## src/rtl/iot_monitor_pkg.sv

```systemverilog
// Shared types and helpers for the multi-channel IoT active-device monitor.
// Optional feature macro used by the monitor: IOT_MONITOR_PEAK_HOLD_EN.
//   alarm_state_t : hysteresis alarm FSM states
//   SUM_W         : width of a per-cycle channel popcount (up to 16 channels)
//   popcount()    : number of set bits in a 16-bit channel mask
package iot_monitor_pkg;

   typedef enum logic {A_IDLE, A_HIGH} alarm_state_t;

   localparam int SUM_W = 5;

   function automatic logic [SUM_W-1:0] popcount(input logic [15:0] v);
      logic [SUM_W-1:0] n;
      n = '0;
      for (int i = 0; i < 16; i++) begin
         n = n + SUM_W'(v[i]);
      end
      return n;
   endfunction

endpackage

```

## src/rtl/iot_monitor_if.sv

```systemverilog
// Device-event bus between the event front end and the monitor.
//   change  : per-channel event strobe (front end -> monitor)
//   on_off  : per-channel direction, 1 = on, 0 = off (front end -> monitor)
//   state   : alarm FSM state, exposed for observation (monitor -> front end)
// Handshake: change[i] is a single-cycle strobe qualified by itself; there is
// no ready/backpressure, the monitor accepts every strobe on the edge it is
// sampled, and on_off[i] is only meaningful while change[i] is high.
interface iot_monitor_if #(
   parameter int N_CH = 4
);
   import iot_monitor_pkg::*;

   logic [N_CH-1:0] change;
   logic [N_CH-1:0] on_off;
   alarm_state_t    state;

   modport master (output change, output on_off, input  state);
   modport slave  (input  change, input  on_off, output state);
endinterface

```

## src/rtl/iot_alarm_fsm.sv

```systemverilog
// Hysteresis alarm for the active-device count.
// Sets when the upcoming count reaches HI_THR, clears when it falls to LO_THR.
//   clk, rst : clock, asynchronous active-high reset
//   next     : count value being loaded into the counter this cycle
//   state    : current FSM state (observable)
//   alarm    : high while in A_HIGH
module iot_alarm_fsm
   import iot_monitor_pkg::*;
#(
   parameter int WIDTH  = 8,
   parameter int HI_THR = 200,
   parameter int LO_THR = 150
) (
   input  logic             clk,
   input  logic             rst,
   input  logic [WIDTH-1:0] next,
   output alarm_state_t     state,
   output logic             alarm
);

   alarm_state_t state_nx;

   always_ff @(posedge clk or posedge rst) begin
      if (rst) state <= A_IDLE;
      else     state <= state_nx;
   end

   // Working from the counter's next value keeps alarm aligned with counter_out.
   always_comb begin
      state_nx = state;
      case (state)
         A_IDLE:  if (next >= WIDTH'(HI_THR)) state_nx = A_HIGH;
         A_HIGH:  if (next <= WIDTH'(LO_THR)) state_nx = A_IDLE;
         default: state_nx = A_IDLE;
      endcase
   end

   assign alarm = (state == A_HIGH);

endmodule

```

## src/rtl/iot_monitor_mc.sv

```systemverilog
// Multi-channel active IoT device counter with saturation and hysteresis alarm.
// Merges up to N_CH on/off events per clock into one saturating count.
// Optional peak-hold register: define IOT_MONITOR_PEAK_HOLD_EN.
//   clk, rst    : clock, asynchronous active-high reset
//   clr         : synchronous clear of count, alarm, sat_err and peak
//   ev          : event bus (change/on_off in, alarm FSM state out)
//   counter_out : active-device count
//   at_max      : counter_out == MAX_COUNT
//   at_zero     : counter_out == 0
//   alarm       : hysteresis alarm
//   sat_err     : sticky, a clamp at 0 or MAX_COUNT has happened
//   peak_out    : highest count seen since reset/clear (0 when feature off)
module iot_monitor_mc
   import iot_monitor_pkg::*;
#(
   parameter int WIDTH     = 8,
   parameter int N_CH      = 4,
   parameter int MAX_COUNT = 255,
   parameter int HI_THR    = 200,
   parameter int LO_THR    = 150
) (
   input  logic             clk,
   input  logic             rst,
   input  logic             clr,
   iot_monitor_if.slave     ev,
   output logic [WIDTH-1:0] counter_out,
   output logic             at_max,
   output logic             at_zero,
   output logic             alarm,
   output logic             sat_err,
   output logic [WIDTH-1:0] peak_out
);

   // Two guard bits above the count plus room for N_CH events: the sum can
   // never wrap, and a negative result shows up in the top bit.
   localparam int RAW_W = WIDTH + $clog2(N_CH) + 2;

   logic [SUM_W-1:0] up;
   logic [SUM_W-1:0] dn;
   logic [RAW_W-1:0] raw;
   logic [WIDTH-1:0] next;
   logic             clamp;

   always_comb begin
      up    = popcount(16'(ev.change & ev.on_off));
      dn    = popcount(16'(ev.change & ~ev.on_off));
      // Ups and downs net out before the clamp is applied.
      raw   = RAW_W'(counter_out) + RAW_W'(up) - RAW_W'(dn);
      next  = raw[WIDTH-1:0];
      clamp = 1'b0;
      if (raw[RAW_W-1]) begin
         next  = '0;
         clamp = 1'b1;
      end else if (raw > RAW_W'(MAX_COUNT)) begin
         next  = WIDTH'(MAX_COUNT);
         clamp = 1'b1;
      end
      // Clear wins over any events in the same cycle.
      if (clr) begin
         next  = '0;
         clamp = 1'b0;
      end
   end

   always_ff @(posedge clk or posedge rst) begin
      if (rst) begin
         counter_out <= '0;
         at_max      <= 1'b0;
         at_zero     <= 1'b1;
         sat_err     <= 1'b0;
      end else begin
         counter_out <= next;
         at_max      <= (next == WIDTH'(MAX_COUNT));
         at_zero     <= (next == '0);
         sat_err     <= clr ? 1'b0 : (sat_err | clamp);
      end
   end

   // clr forces next to 0, which is always <= LO_THR, so it also drops the alarm.
   iot_alarm_fsm #(
      .WIDTH  (WIDTH),
      .HI_THR (HI_THR),
      .LO_THR (LO_THR)
   ) u_alarm (
      .clk   (clk),
      .rst   (rst),
      .next  (next),
      .state (ev.state),
      .alarm (alarm)
   );

`ifdef IOT_MONITOR_PEAK_HOLD_EN
   always_ff @(posedge clk or posedge rst) begin
      if (rst)                  peak_out <= '0;
      else if (clr)             peak_out <= '0;
      else if (next > peak_out) peak_out <= next;
   end
`else
   assign peak_out = '0;
`endif

endmodule

```

## src/flat_wrapper.sv

```systemverilog
// flat-port wrapper written by rule: the top's interface ports become plain ports
module iot_monitor_mc_flat import iot_monitor_pkg::*;
#(
   parameter int WIDTH     = 8,
   parameter int N_CH      = 4,
   parameter int MAX_COUNT = 255,
   parameter int HI_THR    = 200,
   parameter int LO_THR    = 150
)
  (clk, rst, clr, counter_out, at_max, at_zero, alarm, sat_err, peak_out, ev_change, ev_on_off, ev_state);
  iot_monitor_if #(.N_CH(N_CH)) ev_i ();
  input  logic clk;
  input  logic rst;
  input  logic clr;
  output logic [WIDTH-1:0] counter_out;
  output logic at_max;
  output logic at_zero;
  output logic alarm;
  output logic sat_err;
  output logic [WIDTH-1:0] peak_out;
  input wire logic [$bits(ev_i.change)-1:0] ev_change;
  input wire logic [$bits(ev_i.on_off)-1:0] ev_on_off;
  output wire logic [$bits(ev_i.state)-1:0] ev_state;
  assign ev_i.change = ev_change;
  assign ev_i.on_off = ev_on_off;
  assign ev_state = ev_i.state;
  iot_monitor_mc #(.WIDTH(WIDTH), .N_CH(N_CH), .MAX_COUNT(MAX_COUNT), .HI_THR(HI_THR), .LO_THR(LO_THR)) u_core (.clk(clk), .rst(rst), .clr(clr), .ev(ev_i), .counter_out(counter_out), .at_max(at_max), .at_zero(at_zero), .alarm(alarm), .sat_err(sat_err), .peak_out(peak_out));
endmodule
```

## config.mk

```make
export PLATFORM = sky130hd
export DESIGN_NAME = iot_monitor_mc_flat
export DESIGN_NICKNAME = d
export VERILOG_FILES = /design/src/rtl/iot_monitor_pkg.sv /design/src/rtl/iot_monitor_if.sv /design/src/rtl/iot_alarm_fsm.sv /design/src/rtl/iot_monitor_mc.sv /design/src/flat_wrapper.sv
export SDC_FILE = /design/constraint.sdc
export NUM_CORES = 1
export LEC_CHECK = 0
export CORE_ASPECT_RATIO = 0.75
export CORE_MARGIN = 5
export CORE_UTILIZATION = 55
export CTS_CLUSTER_DIAMETER = 30
export DETAILED_ROUTE_END_ITERATION = 10
export GPL_TIMING_DRIVEN = 1
export PLACE_DENSITY = 0.95
export SYNTH_ARGS = -nofsm -noshare
export SYNTH_HDL_FRONTEND = slang
export SYNTH_HIERARCHICAL = 1
export SYNTH_SLANG_ARGS = --single-unit
export TNS_END_PERCENT = 5
```

## constraint.sdc

```tcl
create_clock -name clk -period 9.2 [get_ports clk]
set_clock_uncertainty 0.05 [all_clocks]
set_input_delay 1.38 -clock clk [delete_from_list [all_inputs] [get_ports clk]]
set_output_delay 1.38 -clock clk [all_outputs]
set_load 0.005 [all_outputs]
```

==> impl_metrics.toml <==
[final_layout]
multi_input_area_um2 = 958.4
fin_nets = 220
final_cell_area_mm2 = 0.001695
layout-drive-gt1-share_pct = 8.621
seqCellArea_um2 = 301.5
diodes = 0
final_core_util_pct = 66.68
num-fill-cells = 195
syn_to_final_growth_pct = 18.96

[synthesis]
synthCells = 149
syn_area_per_cell_um2 = 9.565
seq_area_frac_synth_pct = 21.16
synth_area_leaders = "ha_1, dfrtp_1, fa_1"
yosys-top-cells-count = "inv_1, ha_1, dfrtp_1"
synth_edf_count = 0
ys.flop_type = "dfrtp_1"
async_reset_ff_share_pct = 100.0
yosysMostFrequentCell = "inv_1"
ys.warnings.count = 6
synth.distinct_cells = 39
ys_ff_latch = 12
synth.top_cell.area_share_pct = 24.58
synth_area_mm2 = 0.001425
yosysTopAreaCell = "ha_1"

[floorplanning]
die_area_mm2 = 0.003720
die_x_um = 68.78
io_pins = 32
num_rows = 16
die_h_um = 54.09
core_mm2 = 0.002542
start_util_pct = 56.05

[clock_network]
cts_buffers = 3
root_buffer = "clkbuf_4"
clkLatencyLatePin_ns = 0.27
cts_hold_buffers = 0
ctsResizeCount = 0
clkSinkCount = 12
cts_setup_buffers = 0
htree_levels = 1
clkTransAtPathRegs_ns = 0.07
cts_buffer_depth = 2
cts_tree = "built"

[grt]
grt_max_degree = 12
grt_pass1_wl_um = 5147
gr-total-overflow = 0
groute.usage.overall_pct = 19.02
antenna_found_initial = 0
grt_pass1_vias = 1097

[critical_path]
slowest_delay_ns = 0.52
crit_arrival_ns = 6.06
cp_top_family = "adder cells"
critPathKind = "input pin to flop"
crit_required_ns = 9.30
cpMostUsedCell = "ha_1"
critPathBufInv = 4
startpoint_type = "input pin"
slowest_stage = "fa_1"
cp_max_fo = 9
end_kind = "flop"
path_cells = "clkdlybuf4s50_1 -> nor2b_1 -> ha_1 -> inv_1 -> ha_1 -> fa_1 -> inv_1 -> fa_1 -> inv_1 -> ha_1 -> ha_1 -> fa_1 -> a21oi_1 -> o21ai_1 -> a21oi_2 -> xnor2_2 -> o21a_1 -> or2_1 -> o31ai_2 -> a211oi_1"

[drt]
vias_per_cell = 5.086
routed_wl_um = 3156
via_count = 1068
ant_nets = 0
first_pass_iters = 5
routedWlPerCell_um = 15.03
drtIter0Drc = 20
drc = 0

[sta]
finalSetupTns_ns = 0
fmax_mhz = 167.8
hold_slack_ns = 0.4996
finalHoldViolCount = 0
drv_slew = 0
rsz0062_at_grt = "false"
setup_violations = 0
min_period_ns = 5.961
post-route-period-util_pct = 64.79

[job]
drv_cap = 0

[placed_design]
gp_congestion = 0.7925
postPlaceCellArea_mm2 = 0.001659
port_buffers = 23
dp_hpwl_um = 2760

[run_status]
status = "finished clean"

[hold_path]
hold_class = "flop to flop"
[stage by stage]
stage,setup WS [ns],std cells
after floorplan,3.867,156
after global placement,3.302,206
after detailed placement,3.048,206
after CTS,3.308,210
after global routing,3.091,210
final,3.239,210
[logic make-up after synthesis]
| logic type | after synthesis | synth area share [%] |
|---|---|---|
| AOI/OAI and AO/OA | 25 | 14.93 |
| xor gates and xnor gates | 10 | 6.673 |
| adders and majority gates | 34 | 33.01 |
| buffers and inverters | 42 | 13.43 |
| DFF | 12 | 21.16 |
| muxes | 1 | 0.7901 |
| other | 1 | 0.2631 |
| and+or+nand+nor | 24 | 9.744 |
[sequential cells by signal, summed over array words and instances, names as in the netlist]
signal / count
u_core/at_max: 1
u_core/at_zero: 1
u_core/counter_out: 8
u_core/sat_err: 1
u_core/u_alarm/alarm: 1
[path summary, 6_finish.rpt]
kind,cells after the start,slack (ns),endpoint,start
max,20,3.24,u_core/u_alarm/alarm,ev_change[2]
min,1,0.50,u_core/sat_err,u_core/sat_err
max reg2reg,17,4.71,u_core/u_alarm/alarm,u_core/counter_out[0]
min reg2reg,1,0.50,u_core/sat_err,u_core/sat_err
max in group asynchronous,2,7.40,u_core/at_zero,rst
min in group asynchronous,2,1.21,u_core/u_alarm/alarm,rst
[layout make-up]
class	instances	area share (%)
multi-input combinational	102	56.53
sequential	12	17.79
timing repair buffer	23	13.58
inverter	33	7.306
tap	36	2.657
clock buffer	4	2.140
[worst reg2reg max path, cell delays in order (launching register included)]
cell and delay (ns):
dfrtp_1 0.40, xor2_1 0.23, inv_1 0.11, fa_1 0.51, inv_1 0.07, fa_1 0.46
inv_1 0.10, ha_1 0.23, ha_1 0.24, fa_1 0.42, a21oi_1 0.22, o21ai_1 0.12
a21oi_2 0.25, xnor2_2 0.19, o21a_1 0.26, or2_1 0.25, o31ai_2 0.19, a211oi_1 0.08
[placed cells by master (no fill, tap or decap), types with 2 or more instances in the layout]
cell	netlist	routed
fa_1	6	6
a21oi_4	2	2
and2_1	4	4
ha_1	28	28
xor2_1	3	3
nor3_1	3	3
clkbuf_4	0	3
conb_1	1	8
o21ai_1	2	2
nand4_1	2	2
dfrtp_1	11	11
a21boi_1	2	2
o21a_1	7	7
clkdlybuf4s50_1	0	23
a21oi_1	2	2
nor2b_1	4	4
xnor2_1	6	6
nor2_1	4	4
inv_1	32	32
[layer usage]
| layer | wire length [µm] | global-route usage, % | vias to the layer above |
|---|---|---|---|
| li1 | - | - | 521 |
| met1 | 1410 | 24.65 | 511 |
| met2 | 1586 | 32.65 | 30 |
| met3 | 101 | 1.670 | 6 |
| met4 | 57 | 7.767 | 0 |
| met5 | 0 | 0 | - |
Power is not shown: default switching activity piles up to over one toggle a cycle in this logic, so the estimate is an artifact.
